--- src/rtl/imm_pkg.sv ---
// imm_pkg: shared definitions for the constant materialiser.
//   - RV32I opcode/funct3 constants used by LUI and ADDI
//   - FSM state encoding for imm_materialise
//   - form codes describing which instruction sequence rebuilds a constant
//   - encoder helpers for the two instruction formats
package imm_pkg;

   localparam logic [6:0] OP_LUI   = 7'b0110111;
   localparam logic [6:0] OP_OPIMM = 7'b0010011;
   localparam logic [2:0] F3_ADDI  = 3'b000;

   typedef enum logic [1:0] {
      IDLE      = 2'd0,
      EMIT_LUI  = 2'd1,
      EMIT_ADDI = 2'd2
   } state_e;

   typedef enum logic [1:0] {
      FORM_ADDI = 2'd0,
      FORM_LUI  = 2'd1,
      FORM_PAIR = 2'd2
   } form_e;

   // U-type LUI word
   function automatic logic [31:0] enc_lui(input logic [19:0] imm20, input logic [4:0] rd);
      return {imm20, rd, OP_LUI};
   endfunction

   // I-type ADDI word
   function automatic logic [31:0] enc_addi(input logic [11:0] imm12, input logic [4:0] rs1,
                                            input logic [4:0] rd);
      return {imm12, rs1, F3_ADDI, rd, OP_OPIMM};
   endfunction

endpackage

--- src/rtl/imm_split.sv ---
// imm_split: combinational split of a 32-bit constant into LUI/ADDI immediates.
//   v     in   32  constant
//   hi    out  20  LUI immediate such that (hi<<12) + sext(lo) == v (mod 2^32)
//   lo    out  12  ADDI immediate (v[11:0], read as signed)
//   form  out      cheapest instruction sequence that rebuilds v
// SHORT_EN=0 forces the two-word form for every constant.
module imm_split
   import imm_pkg::*;
#(
   parameter int SHORT_EN = 1
) (
   input  logic [31:0] v,
   output logic [19:0] hi,
   output logic [11:0] lo,
   output form_e       form
);

   logic [31:0] rounded_s;
   logic        fits_s12_s;

   // Split and form selection; adding 0x800 pre-compensates the sign extension of lo.
   always_comb begin
      rounded_s  = v + 32'h0000_0800;
      hi         = rounded_s[31:12];
      lo         = v[11:0];
      // v fits a signed 12-bit immediate when bits 31..11 are all copies of the sign
      fits_s12_s = (v[31:11] == 21'h00_0000) || (v[31:11] == 21'h1F_FFFF);
      if ((SHORT_EN != 0) && fits_s12_s) begin
         form = FORM_ADDI;
      end else if ((SHORT_EN != 0) && (v[11:0] == 12'h000)) begin
         form = FORM_LUI;
      end else begin
         form = FORM_PAIR;
      end
   end

endmodule

--- src/rtl/imm_materialise.sv ---
// imm_materialise: turns a 32-bit constant plus destination register into
// RV32I LUI / ADDI / LUI+ADDI instruction words.
//   clk, rst              clock, asynchronous active-high reset
//   in_valid/in_ready     request handshake; in_value constant, in_rd destination
//   out_valid/out_ready   word handshake; out_instr word, out_last marks final word
// A request with in_rd==0 is swallowed without emitting anything.
module imm_materialise
   import imm_pkg::*;
#(
   parameter int DATA_W   = 32,
   parameter int RD_W     = 5,
   parameter int SHORT_EN = 1
) (
   input  logic              clk,
   input  logic              rst,
   input  logic              in_valid,
   output logic              in_ready,
   input  logic [DATA_W-1:0] in_value,
   input  logic [RD_W-1:0]   in_rd,
   output logic              out_valid,
   input  logic              out_ready,
   output logic [31:0]       out_instr,
   output logic              out_last
);

   state_e            state_q, state_d;
   form_e             form_q, form_d;
   logic [DATA_W-1:0] value_q, value_d;
   logic [RD_W-1:0]   rd_q, rd_d;
   logic              out_valid_q, out_valid_d;
   logic [31:0]       out_instr_q, out_instr_d;
   logic              out_last_q, out_last_d;

   logic [DATA_W-1:0] split_v_s;
   logic [19:0]       hi_s;
   logic [11:0]       lo_s;
   form_e             form_s;

   // In IDLE the splitter looks at the incoming constant so the first word can be
   // registered on acceptance; afterwards it works from the captured constant.
   always_comb begin
      if (state_q == IDLE) begin
         split_v_s = in_value;
      end else begin
         split_v_s = value_q;
      end
   end

   imm_split #(.SHORT_EN(SHORT_EN)) u_split (
      .v    (split_v_s),
      .hi   (hi_s),
      .lo   (lo_s),
      .form (form_s)
   );

   // Next-state and registered-output computation.
   always_comb begin
      state_d     = state_q;
      form_d      = form_q;
      value_d     = value_q;
      rd_d        = rd_q;
      out_valid_d = out_valid_q;
      out_instr_d = out_instr_q;
      out_last_d  = out_last_q;
      case (state_q)
         IDLE: begin
            if (in_valid) begin
               value_d = in_value;
               rd_d    = in_rd;
               form_d  = form_s;
               if (in_rd != {RD_W{1'b0}}) begin
                  out_valid_d = 1'b1;
                  case (form_s)
                     FORM_ADDI: begin
                        state_d     = EMIT_ADDI;
                        out_instr_d = enc_addi(lo_s, 5'd0, in_rd);
                        out_last_d  = 1'b1;
                     end
                     FORM_LUI: begin
                        state_d     = EMIT_LUI;
                        out_instr_d = enc_lui(hi_s, in_rd);
                        out_last_d  = 1'b1;
                     end
                     default: begin
                        state_d     = EMIT_LUI;
                        out_instr_d = enc_lui(hi_s, in_rd);
                        out_last_d  = 1'b0;
                     end
                  endcase
               end else begin
                  state_d = IDLE;
               end
            end else begin
               state_d = IDLE;
            end
         end
         EMIT_LUI: begin
            if (out_ready) begin
               if (form_q == FORM_PAIR) begin
                  state_d     = EMIT_ADDI;
                  out_instr_d = enc_addi(lo_s, rd_q, rd_q);
                  out_last_d  = 1'b1;
               end else begin
                  state_d     = IDLE;
                  out_valid_d = 1'b0;
                  out_instr_d = 32'h0000_0000;
                  out_last_d  = 1'b0;
               end
            end else begin
               state_d = EMIT_LUI;
            end
         end
         EMIT_ADDI: begin
            if (out_ready) begin
               state_d     = IDLE;
               out_valid_d = 1'b0;
               out_instr_d = 32'h0000_0000;
               out_last_d  = 1'b0;
            end else begin
               state_d = EMIT_ADDI;
            end
         end
         default: begin
            state_d     = IDLE;
            out_valid_d = 1'b0;
            out_instr_d = 32'h0000_0000;
            out_last_d  = 1'b0;
         end
      endcase
   end

   // State and output registers; reset drops any request in flight immediately.
   always_ff @(posedge clk or posedge rst) begin
      if (rst) begin
         state_q     <= IDLE;
         form_q      <= FORM_ADDI;
         value_q     <= {DATA_W{1'b0}};
         rd_q        <= {RD_W{1'b0}};
         out_valid_q <= 1'b0;
         out_instr_q <= 32'h0000_0000;
         out_last_q  <= 1'b0;
      end else begin
         state_q     <= state_d;
         form_q      <= form_d;
         value_q     <= value_d;
         rd_q        <= rd_d;
         out_valid_q <= out_valid_d;
         out_instr_q <= out_instr_d;
         out_last_q  <= out_last_d;
      end
   end

   assign in_ready  = (state_q == IDLE);
   assign out_valid = out_valid_q;
   assign out_instr = out_instr_q;
   assign out_last  = out_last_q;

endmodule

--- config.mk ---
export PLATFORM = sky130hd
export DESIGN_NAME = imm_materialise
export DESIGN_NICKNAME = d
export VERILOG_FILES = /design/src/rtl/imm_pkg.sv /design/src/rtl/imm_split.sv /design/src/rtl/imm_materialise.sv
export SDC_FILE = /design/constraint.sdc
export NUM_CORES = 1
export LEC_CHECK = 0
export BUFFER_PORTS_ARGS = -buffer_cell sky130_fd_sc_hd__buf_4
export CAP_MARGIN = 20
export CELL_PAD_IN_SITES_DETAIL_PLACEMENT = 2
export CELL_PAD_IN_SITES_GLOBAL_PLACEMENT = 2
export CORE_ASPECT_RATIO = 1.75
export CORE_MARGIN = 2
export CORE_UTILIZATION = 33
export CTS_BUF_LIST = sky130_fd_sc_hd__clkbuf_16
export CTS_CLUSTER_DIAMETER = 200
export DETAILED_ROUTE_END_ITERATION = 10
export PLACE_DENSITY = 0.88
export SLEW_MARGIN = 20
export SYNTH_ARGS = -nofsm -noshare
export SYNTH_HDL_FRONTEND = slang
export SYNTH_SLANG_ARGS = --single-unit
--- constraint.sdc ---
create_clock -name clk -period 3.9 [get_ports clk]
set_input_delay 0.195 -clock clk [delete_from_list [all_inputs] [get_ports clk]]
set_output_delay 0.195 -clock clk [all_outputs]
set_load 0.01 [all_outputs]
=== Yosys cells after proc, flatten, opt, wreduce, memory -nomap -nowiden ===
Index checks and enable logic that the tools add are counted.

* $add $sub $neg: 1
* Equality and inequality tests: 10
* Multiplexer cells: 29
* Reductions and logical operators: 10

{| class="wikitable"
|+ Operator list
! cell !! count
|-
| $mux 32 || 7
|-
| $pmux 32 s3 || 1
|-
| $add 32x12->32 const B || 1
|-
| $eq 21x21->1 const B || 1
|-
| $logic_not 21->1 || 1
|-
| $mux 2 || 8
|-
| $logic_not 12->1 || 1
|-
| $mux 1 || 10
|-
| $ne 2x2->1 const B || 4
|-
| $pmux 1 s3 || 2
|-
| $pmux 2 s3 || 1
|-
| $reduce_and 5->1 || 1
|-
| $reduce_bool 5->1 || 1
|-
| $eq 2x1->1 const B || 2
|-
| $eq 2x2->1 const B || 2
|-
| $logic_not 2->1 || 2
|-
| $reduce_and 4->1 || 1
|-
| $ne 2x1->1 const B || 1
|-
| $reduce_and 2->1 || 1
|-
| $reduce_or 2->1 || 1
|-
| $logic_or 1x1->1 || 1
|}

* Bits in registers: 75
* Input bits: 41
* Output and inout bits: 35
* Logic and storage cells: 57

=== Longest topological paths before layout ===
* Depth in word-level cells: 11
* Gate-level depth with buffers: 15
* Gate-level depth less buffers: 11

=== Hierarchy ===
Synthesis repeated with hierarchy kept, for this count alone.

* Cell total of the unflattened synthesis: 353
* Area total of the unflattened synthesis: 4085.2 um2

{| class="wikitable"
|+ Modules (own cells, without submodules)
! module !! instances !! cells an instance !! area an instance (um2) !! sequential area each (um2)
|-
| imm_materialise || 1 || 272 || 3507.1 || 1751.7
|-
| imm_split || 1 || 81 || 578.1 || 0.0
|}

=== Worst setup path after synthesis ===
Ideal clock, no wire load.

* Path type: register to register
* From: reg state_q[1]
* To: reg out_instr_q[26], in the netlist out_instr[26]
* Library setup time: 0.125 ns
* Arrival: 2.723 ns
* Data required time: 3.775 ns
* Slack: 1.052 ns
* Cell stages (with the launch flop): 16
* Buffers on the path: 4
* Path through: dfrtp_1 > buf_2 > or2_2 > buf_4 > inv_1 > buf_4 > mux2i_1 > ha_1 > nor4b_1 > nand2_1 > nor3_1 > a311oi_1 > buf_6 > nand2_1 > o22ai_1 > mux2_2

* Word-level cells in the longest chain between the ends: 10
* Elaborated cells on any way between the ends: 23

{| class="wikitable"
|+ Ends and longest elaborated chain
! what !! RTL line !! source
|-
| start, declared || imm_materialise.sv:26 || <nowiki>state_e state_q, state_d;</nowiki>
|-
| start signal, assigned || imm_materialise.sv:143 || <nowiki>state_q <= state_d;</nowiki>
|-
| branches (longest 10 deep; another with $add 32x12->32) || - ||
|-
| end signal, assigned || imm_materialise.sv:148 || <nowiki>out_instr_q <= out_instr_d;</nowiki>
|-
| end, declared || imm_materialise.sv:31 || <nowiki>logic [31:0] out_instr_q, out_instr_d;</nowiki>
|}

Several ways; the timed one is not identified. The select of a mux whose other input is x is not followed.
A chain may end at the register's enable or synchronous reset.

=== Worst setup path after layout ===
* From: reg state_q[0]
* To: reg out_instr_q[26], in the netlist out_instr[26]

The elaborated chain is that of the path after synthesis.

==> out/qor.yml <==
die_x_um: 85.5
avgViaCountPerCell: 5.83
syn_avg_cell_area_um2: 8.52
fin_nets: 556
hold_viol_final: 0
clk_latency_ns: 0.34
antenna_cells: 0
place_area_um2: 4460
path_cells: "or2_2 > inv_1 > mux2i_1 > ha_1 > nor4b_1 > nand2_1 > nor3_1 > a311oi_1 > buf_4 > nand2_1 > o22ai_1 > mux2_2"
path_clk_slew_ns: 0.06
synth_top_area_cell: "dfrtp_1"
wl_mm: 15.4
numCtsBuffers: 9
cp-startpoint: "state_q[0]"
min_period_ns: 3.38
timing.rr.start: "state_q[0]"
p_leak_uw: 0.00225
cts.sinks: 70
drc: 0
ir_drop_v: 0.000437
synth_top_area_share_pct: 45.7
seq_area_um2: 1750
post-dp-hpwl_mm: 10.7
crit_fanout: 11
antenna_found_initial: 0
cts-hold-fix-buffers: 0
die_y_um: 147
total_power_uw: 3910
drive_gt1_share_pct: 19.2
worstPathRequired_ns: 4.12
slew_headroom_pct: 39.0
cts_tree: "built"
postCtsSetupBuffers: 0
drv_cap: 0
drtAntennaViolNets: 0
run_status: "finished, final reports clean"
grt_pass1_wl_mm: 24.2
synth_enable_flop_cells: 0
h-tree-depth: 3
ctsLongestPathBuffers: 2
power_density_nw_per_um2: 826
async_flop_share_pct: 100
syn_inst: 450
startpoint_type: "flip-flop"
fin_util_pct: 41.3
synthFlopType: "dfrtp_1"
cp-end-kind: "flip-flop"
grt_max_degree: 46
core_area_um2: 11500
hp-class: "input port to async pin"
worst_pin_slew_ns: 0.914
grt_pass1_vias: 4278
worstSetupPathType: "flip-flop to flip-flop"
rows: 52
area_growth_pct: 23.3
synth-seq-cells: 70
initial_core_util_pct: 33.5
via_count: 3798
crit_arrival_ns: 3.60
cts_resized: 0
worst_path_most_repeated_cell: "nand2_1"
multi_input_area_um2: 1900
drtIter0Drc: 190
clock_skew_ns: 0.00441
ios: 76
first_pass_iters: 5
wire_per_inst_um: 23.7
crit_path_top_delay_cell: "or2_2"
root_buffer: "clkbuf_16"
ys_seq_area_share_pct: 45.7
yosys_warnings: 0
final_area_um2: 4730
grt_overflow: 0
fin_crit_sh_pct: 86.8
slowest_delay_ns: 0.42
rsz0062_at_grt: "false"
grt_usage_pct: 25.5
die_area_um2: 12500
synthTopCellsByArea: "dfrtp_1, nand2_1, o21ai_0"
globalplace.congestion: 0.877
portBuffers: 73
drv_slew: 0
fin_setup_tns_ns: 0
fmax_mhz: 296
syn-cell-area_um2: 3830
setup_viol: 0
ys_types: 53
fillers: 1284
logic make-up after synthesis:
group	after synthesis	share of synthesized area (%)
other	1	0.0978
buffers and inverters	37	4.89
XOR/XNOR	18	4.11
AND/OR/NAND/NOR	223	26.6
multiplexers	11	2.90
adder cells (fa/ha/maj)	1	0.326
flip-flops	70	45.7
AO/OA/AOI/OAI	89	15.4
per-layer routing:
metal	up-vias	GRT usage, %	routed length, um
met5	-	0	0
met4	0	15.1	905
met3	48	4.07	658
met2	137	46.1	8230
met1	1928	27.2	5620
li1	1685	-	-
worst max-delay path: cells and delay by family (launching register included):
family          cells  cell delay, ns
compound gates      2            0.18
fa+ha+maj           1            0.27
buf+inv             2            0.34
flops               1            0.37
mux                 2            0.68
simple gates        5            1.41
final cells by class:
cell class,instances,area share (%)
Multi-Input combinational cell,344,40.2
Sequential cell,70,37.0
Timing Repair Buffer,82,13.0
Clock buffer,9,4.76
Tap cell,135,3.57
Clock inverter,4,0.899
Inverter,7,0.556
power breakdown:
group	switching, uW	leakage, uW	internal, uW
Combinational	1090	0.00124	660
Clock	299	0.000136	478
Sequential	308	0.000870	1070
Total	1700	0.00225	2210
registers in the layout, summed over array words and instances (netlist names):
register / flops
out_last: 1
state_q: 2
rd_q: 5
out_valid: 1
out_instr: 27
value_q: 32
form_q: 2
synth_stat cells, types with 2 or more instances:
master	count
nand2_1	146
dfrtp_1	70
o21ai_0	22
a21oi_1	15
nor2_1	15
clkbuf_1	13
nand3_1	13
nor4_1	12
xnor2_1	11
mux2i_1	10
a22oi_1	9
nor2b_1	8
o211ai_1	8
o31ai_1	8
buf_4	7
inv_1	7
xor2_1	7
buf_2	6
nor3_1	5
or4bb_1	5
and2_1	4
o21ai_1	4
a32oi_1	3
o22ai_1	3
a222oi_1	2
a22o_1	2
and3_1	2
buf_1	2
buf_6	2
nand4_1	2
nand4bb_1	2
nor4b_1	2
o21a_1	2
o221ai_1	2
final timing paths:
kind                       cells past startpoint       endpoint  slack [ns]
setup / recovery                              12  out_instr[26]        0.52
hold / removal                                 2     value_q[2]        0.03
setup reg to reg                              12  out_instr[26]        0.52
hold reg to reg                                2  out_instr[10]        0.48
max in group asynchronous                      3     value_q[6]        2.87
min in group clk                               3        rd_q[3]        0.08
per-stage QoR:
stage / hold slack, ns / instances / worst slack [ns]
final: 0.0305 / 651 / 0.516
after global routing: 0.0987 / 651 / 0.265
after CTS: 0.0686 / 651 / 0.537
after detailed placement: 0.416 / 638 / 0.882
after global placement: 0.391 / 638 / 0.948
after floorplan: 0.300 / 451 / 1.05
cell usage in the layout, fill, tap and decap left out, types with 2 or more instances in the layout:
cell type	count
o22ai_1	3
inv_1	7
clkbuf_16	9
nor2b_1	8
a22oi_1	9
a21oi_1	15
and2_1	4
conb_1	2
o21ai_1	4
and3_1	2
o211ai_1	8
nor3_1	5
mux2i_1	10
nor4b_1	2
nor4_1	12
dfrtp_1	70
nor2_1	15
a222oi_1	2
o21a_1	2
xor2_1	7
o31ai_1	8
nand4bb_1	2
nand2_1	146
buf_4	82
a22o_1	2
or4bb_1	5
nand4_1	2
nand3_1	13
o221ai_1	2
o21ai_0	22
a32oi_1	3
xnor2_1	11
Note: power is estimated with default switching activity, not from simulation.
